**config.mk**
```make
export PLATFORM = sky130hd
export DESIGN_NAME = dim_sched
export DESIGN_NICKNAME = d
export VERILOG_FILES = /design/src/rtl/router_pkg.sv /design/src/rtl/dim_max_sel.sv /design/src/rtl/dim_sched.sv
export SDC_FILE = /design/constraint.sdc
export NUM_CORES = 1
export LEC_CHECK = 0
export ABC_AREA = 1
export BUFFER_PORTS_ARGS = -buffer_cell sky130_fd_sc_hd__buf_2
export CAP_MARGIN = 20
export CORE_UTILIZATION = 40
export CTS_CLUSTER_SIZE = 8
export DETAILED_ROUTE_END_ITERATION = 6
export GPL_ROUTABILITY_DRIVEN = 0
export PLACE_DENSITY = 0.79
export SKIP_LAST_GASP = 1
export SLEW_MARGIN = 10
export SYNTH_ARGS = -nofsm -noshare
export SYNTH_HDL_FRONTEND = slang
export SYNTH_SLANG_ARGS = --single-unit
```
**constraint.sdc**
```tcl
create_clock -name clk -period 6.2 [get_ports clk]
set_input_delay 0.31 -clock clk [delete_from_list [all_inputs] [get_ports clk]]
set_output_delay 0.31 -clock clk [all_outputs]
set_load 0.1 [all_outputs]
```
**src/rtl/router_pkg.sv**
```systemverilog
// Shared router types and widths for the per-dimension scheduler.
// Optional round-robin tie-break: define DIM_SCHED_RR_TIE_EN.
package router_pkg;

  localparam int NBUF_DEF  = 7;
  localparam int NDIM_DEF  = 12;
  localparam int PRI_W_DEF = 3;

  localparam int DIM_W = $clog2(NDIM_DEF);
  localparam int IDX_W = $clog2(NBUF_DEF + 1);

  localparam logic [IDX_W-1:0] IDX_NONE = '0;

  typedef enum logic [1:0] {
    SCAN,
    OFFER,
    HOLD
  } state_e;

endpackage

```
**src/rtl/dim_max_sel.sv**
```systemverilog
// Combinational max-priority picker over buffers 1..NBUF, built as a
// balanced comparator tree with a cyclic tie-priority start index.
module dim_max_sel #(
  parameter  int NBUF  = 7,
  parameter  int PRI_W = 3,
  localparam int IW    = $clog2(NBUF + 1)
) (
  input  logic [NBUF*PRI_W-1:0] pri_i,
  input  logic [IW-1:0]         start_i,
  output logic [IW-1:0]         win_o
);

  localparam int LVL = (NBUF > 1) ? $clog2(NBUF) : 1;
  localparam int N2  = 1 << LVL;

  // hi ranks indices at or after start_i ahead of wrapped-around ones
  typedef struct packed {
    logic [PRI_W-1:0] pri;
    logic             hi;
    logic [IW-1:0]    idx;
  } node_t;

  function automatic node_t best(input node_t a, input node_t b);
    logic a_wins;
    a_wins = (a.pri > b.pri) ||
             ((a.pri == b.pri) && (a.hi > b.hi)) ||
             ((a.pri == b.pri) && (a.hi == b.hi) && (a.idx < b.idx));
    return a_wins ? a : b;
  endfunction

  function automatic logic [IW-1:0] pick(
    input logic [NBUF*PRI_W-1:0] p,
    input logic [IW-1:0]         s
  );
    node_t nd [1:2*N2-1];
    for (int k = 0; k < N2; k++) begin
      nd[N2+k] = '0;
      if (k < NBUF) begin
        nd[N2+k].pri = p[k*PRI_W +: PRI_W];
        nd[N2+k].idx = IW'(k + 1);
        nd[N2+k].hi  = ((k + 1) >= int'(s));
      end
    end
    for (int k = N2 - 1; k >= 1; k--) begin
      nd[k] = best(nd[2*k], nd[2*k+1]);
    end
    return (nd[1].pri == '0) ? '0 : nd[1].idx;
  endfunction

  always_comb begin
    win_o = pick(pri_i, start_i);
  end

endmodule

```
**src/rtl/dim_sched.sv**
```systemverilog
// Sequential per-dimension buffer scheduler with valid/ready offer.
// Define DIM_SCHED_RR_TIE_EN for round-robin tie-breaking.
module dim_sched
  import router_pkg::*;
#(
  parameter  int NBUF  = NBUF_DEF,
  parameter  int NDIM  = NDIM_DEF,
  parameter  int PRI_W = PRI_W_DEF,
  localparam int DW    = $clog2(NDIM),
  localparam int IW    = $clog2(NBUF + 1)
) (
  input  logic                  clk,
  input  logic                  rst,
  input  logic [NBUF-1:0]       buf_valid,
  input  logic [NBUF*PRI_W-1:0] buf_pri,
  input  logic [NBUF*NDIM-1:0]  buf_addr,
  input  logic                  dim_step,
  input  logic                  send_ready,
  output logic [DW-1:0]         cur_dim,
  output logic                  sel_valid,
  output logic [IW-1:0]         sel_buf,
  output logic                  dim_wrap
);

  state_e          state_q, state_d;
  logic [DW-1:0]   cur_dim_q, cur_dim_d;
  logic [IW-1:0]   sel_buf_q, sel_buf_d;
  logic            wrap_q, wrap_d;
  logic [IW-1:0]   start;
  logic [IW-1:0]   win;
  logic            xfer;
  logic            last_dim;

  logic [NBUF*PRI_W-1:0] mpri;

  always_comb begin
    mpri = '0;
    for (int i = 0; i < NBUF; i++) begin
      logic [NDIM-1:0] a;
      a = buf_addr[i*NDIM +: NDIM];
      if (buf_valid[i] && a[cur_dim_q]) begin
        mpri[i*PRI_W +: PRI_W] = buf_pri[i*PRI_W +: PRI_W];
      end
    end
  end

`ifdef DIM_SCHED_RR_TIE_EN
  logic [IW-1:0] rr_last_q, rr_last_d;

  always_comb begin
    rr_last_d = xfer ? sel_buf_q : rr_last_q;
    start     = (rr_last_q == IW'(NBUF)) ? IW'(1)
                                         : rr_last_q + IW'(1);
  end

  always_ff @(posedge clk) begin
    if (rst) rr_last_q <= '0;
    else     rr_last_q <= rr_last_d;
  end
`else
  assign start = IW'(1);
`endif

  dim_max_sel #(
    .NBUF  (NBUF),
    .PRI_W (PRI_W)
  ) u_max (
    .pri_i   (mpri),
    .start_i (start),
    .win_o   (win)
  );

  assign xfer     = (state_q == OFFER) && send_ready;
  assign last_dim = (cur_dim_q == DW'(NDIM - 1));

  always_comb begin
    state_d   = state_q;
    sel_buf_d = sel_buf_q;
    cur_dim_d = cur_dim_q;
    wrap_d    = 1'b0;
    unique case (state_q)
      SCAN: begin
        sel_buf_d = win;
        state_d   = (win != IW'(IDX_NONE)) ? OFFER : HOLD;
      end
      OFFER: begin
        if (xfer) begin
          state_d   = HOLD;
          sel_buf_d = IW'(IDX_NONE);
        end
      end
      HOLD: ;
      default: begin
        state_d   = SCAN;
        sel_buf_d = IW'(IDX_NONE);
      end
    endcase
    // a step drops any held offer and rescans on the new dimension
    if (dim_step) begin
      state_d   = SCAN;
      sel_buf_d = IW'(IDX_NONE);
      cur_dim_d = last_dim ? '0 : cur_dim_q + DW'(1);
      wrap_d    = last_dim;
    end
  end

  always_ff @(posedge clk) begin
    if (rst) begin
      state_q   <= SCAN;
      cur_dim_q <= '0;
      sel_buf_q <= '0;
      wrap_q    <= 1'b0;
    end else begin
      state_q   <= state_d;
      cur_dim_q <= cur_dim_d;
      sel_buf_q <= sel_buf_d;
      wrap_q    <= wrap_d;
    end
  end

  assign cur_dim   = cur_dim_q;
  assign sel_valid = (state_q == OFFER);
  assign sel_buf   = sel_buf_q;
  assign dim_wrap  = wrap_q;

endmodule

```
==> summary.md <==
| Metric | Value |
|---|---|
| Static leakage power | `1.58 nW` |
| Quantity of gates resized following cts | `0` |
| Synth Area in Adders | `10.1%` |
| Met1 track utilization from global routing | `27.4%` |
| Fraction of final layout cells with drive strength greater than 1 | `32.1%` |
| Fraction of the cycle the final worst path needs | `87.7%` |
| NumNets Final | `644` |
| Fill cells | `545` |
| Max H-tree Level | `1` |
| Number of antenna violations at the first check in global routing | `0` |
| Area added between synthesis and finish | `29.2%` |
| Met2 usage in global routing | `38.6%` |
| Clock tree from TritonCTS | `built` |
| Area contributors post-synth | `nand2_1 (13%), o21ai_0 (11%), ha_1 (10%)` |
| Aggregate routed wire length | `6140 um` |
| HP Class | `in2reg` |
| Clock tree sinks | `10` |
| Cell variety after synth | `38` |
| Effective utilization at floorplan | `42.5%` |
| Met3 Track Usage GR | `2.75%` |
| Worst setup margin | `0.761 ns` |
| Critical Path RT | `6.36 ns` |
| Max VDD drop | `0.176 mV` |
| Relative slew slack | `66.7%` |
| Buffer and inverter count on the worst path | `5` |
| Remaining global-route overflow | `0` |
| Number of buffers inserted by post-CTS setup repair | `0` |
| Share of synthesized area spent on multiplexers | `0%` |
| Initial DRC Count | `106` |
| Number of buffers added on ports | `124` |
| Via count of the first global-routing pass | `2,679` |
| Fmax | `184 MHz` |
| CTS max path bufs | `2` |
| Number of violations of the max-capacitance limit | `0` |
| Detailed-route via count | `2,903` |
| Largest family of logic cells by synthesized area | `simple AND/OR/NAND/NOR gates` |
| Simple-gate area share of the yosys netlist | `41.2%` |
| Hold Path Cell Cnt | `2` |
| Hold buffer count at CTS | `0` |
| Depth of the critical timing path with buffers and inverters included | `28` |
| Number of inserted diodes | `0` |
| Pin count of the biggest net entering global routing | `45` |
| Synthesized-area fraction occupied by ao, oa, aoi and oai cells | `24.3%` |
| Cell Area, Synth | `2230 um2` |
| Share of the synthesized netlist area taken by xor and xnor gates | `0%` |
| Die Span X | `76.6 um` |
| Most area-hungry cell type in the Yosys netlist | `nand2_1` |
| Element type at the critical path end | `register` |
| Area share of the largest cell type after synthesis | `13.5%` |
| Worst-path clk slew | `0.04 ns` |
| Floorplan core area | `5240 um2` |
| Endpoint, Worst Hold | `dim_wrap` |
| HPWL after detailed placement | `5150 um` |
| Worst path max stage delay | `0.62 ns` |
| Number of warnings reported in the yosys synthesis log | `0` |
| Layer carrying the most global-route usage | `met2` |
| WL per Instance | `10.6 um` |
| Maximum fanout count along the critical path | `35` |
| Clock latency of the later-clocked register in the worst-skew pair | `0.23 ns` |
| Async set-reset flop share out of synthesis | `0%` |
| Accumulated negative setup slack | `0 ns` |
| Result of the run | `finished clean` |
| Die area | `5870 um2` |
| Number of buffers created by CTS | `3` |
| Root cell of the clock tree | `clkbuf_8` |
| Data arrival time at the worst-slack endpoint | `5.60 ns` |
| Vias per Instance | `5.02` |
| Unrepaired setup endpoints after global routing | `no` |
| Critical register-to-register path endpoint | `sel_buf[0]` |
| Slowest cell on crit path | `dfxtp_1` |
| Cell family contributing the most delay on the critical path | `compound AO/OA/AOI/OAI gates` |
| Drt pass-1 iters | `4` |
| Number of ports placed on the die boundary | `125` |
| Commonest non-fill, non-tap cells in the layout | `buf_2 (124), nand2_1 (80), nor2_1 (59)` |
| Worst Tran Pin Value | `0.498 ns` |
| Number of cell instances on the worst register-to-register path | `28` |
| Worst-case setup slack after placement | `0.799 ns` |
| Floorplan row count | `26` |
| Type of element launching the critical path | `register` |
| Final worst path period need | `5.44 ns` |
| Portion of the post-synthesis area used by sequential elements | `8.98%` |
| Average cell area after synthesis | `5.68 um2` |
| Setup Crit Path Kind | `reg2reg` |
| Total global routing track utilization | `21.5%` |
| Synthesized net count | `526` |
| Startpoint of the lowest-slack hold path | `rst` |
| Register-to-Register Setup Slack | `0.76 ns` |
| Most frequently used flop master after synthesis | `dfxtp_1` |
| Power per unit of standard cell area | `253 nW/um2` |
| Most frequent standard cell in the layout excluding fill and tap cells | `buf_2` |
| Reg2reg start | `cur_dim[0]` |
| Die outline height | `76.6 um` |
| FF+latch count, synth | `10` |
| Final-report hold violation count | `0` |
| Synth Instances | `392` |
| Worst clock skew | `0.000909 ns` |
| DR DRC count | `0` |
| Number of pins exceeding their max-slew limit in the final report | `0` |
| Wire length of the first global-routing pass | `10,900 um` |
| Number of flops mapped to enable cells by yosys | `0` |
| Number of nets with antenna violations after routing | `0` |
| Final count of negative-setup-slack endpoints | `0` |
-- routing by layer --
| layer | share of wire [%] | vias to the layer above |
|---|---|---|
| li1 | - | 1537 |
| met5 | 0 | - |
| met3 | 5.0 | 6 |
| met2 | 48 | 92 |
| met1 | 47 | 1268 |
| met4 | 0.68 | 0 |
-- stage by stage --
step	instance area [um2]	power, mW	std cells	hold slack (ns)	utilization [%]
finish	2880	0.729	578	0.309	55.0
global route	2880	0.825	578	0.314	55.0
CTS	2880	0.730	578	0.305	55.0
detailed placement	2840	0.662	575	0.468	54.2
global placement	2840	0.646	575	0.464	54.2
floorplan	2230	0.550	392	0.388	-
-- Yosys cell counts (2+ instances only) --
library cell,n
nand2_2,11
a21oi_1,14
o22ai_1,7
nand4_1,5
inv_1,52
ha_1,18
o21ai_0,47
o211ai_1,6
buf_4,4
dfxtp_1,10
clkbuf_1,2
buf_6,3
nor3_1,2
nor2_2,4
inv_2,3
nand3_1,23
a31oi_1,3
buf_2,3
nand3_2,7
o21ai_1,9
nand2_1,80
nor2_1,59
o221ai_1,5
-- logic make-up (layout without fill, tap and decap cells) --
| group | after synthesis | in the layout |
|---|---|---|
| flip-flops | 10 | 10 |
| AND/OR/NAND/NOR | 198 | 198 |
| adder cells (fa/ha/maj) | 18 | 18 |
| AO/OA/AOI/OAI | 95 | 95 |
| buffers and inverters | 71 | 187 |
-- power by group --
part,switching (mW),internal (mW),total (mW)
Clock,0.0225,0.0423,0.0648
Combinational,0.381,0.197,0.577
Sequential,0.0100,0.0768,0.0869
-- layout make-up --
cell class | instances | area, um2 | share of cell area (%)
Multi-Input combinational cell | 311 | 1680 | 58.5
Timing Repair Buffer | 127 | 643 | 22.3
Inverter | 57 | 224 | 7.78
Sequential cell | 10 | 200 | 6.95
Tap cell | 70 | 87.6 | 3.04
Clock buffer | 3 | 41.3 | 1.43
-- state kept, by name, summed over array words and instances, names as in the netlist --
| name | count |
|---|---|
| cur_dim | 4 |
| sel_buf | 3 |
| state_q | 2 |
| dim_wrap | 1 |
-- how the worst max path moves through the flow --
stage,start,endpoint,slack (ns)
2_1_floorplan,cur_dim[0],state_q[1],0.86
3_3_place_gp,cur_dim[0],sel_buf[0],1.0
3_5_place_dp,cur_dim[0],state_q[1],0.80
4_1_cts,cur_dim[0],state_q[0],0.77
5_1_grt,cur_dim[0],state_q[1],0.04
6_report,cur_dim[0],sel_buf[0],0.76
No activity file was read; power rests on OpenSTA's default activity.
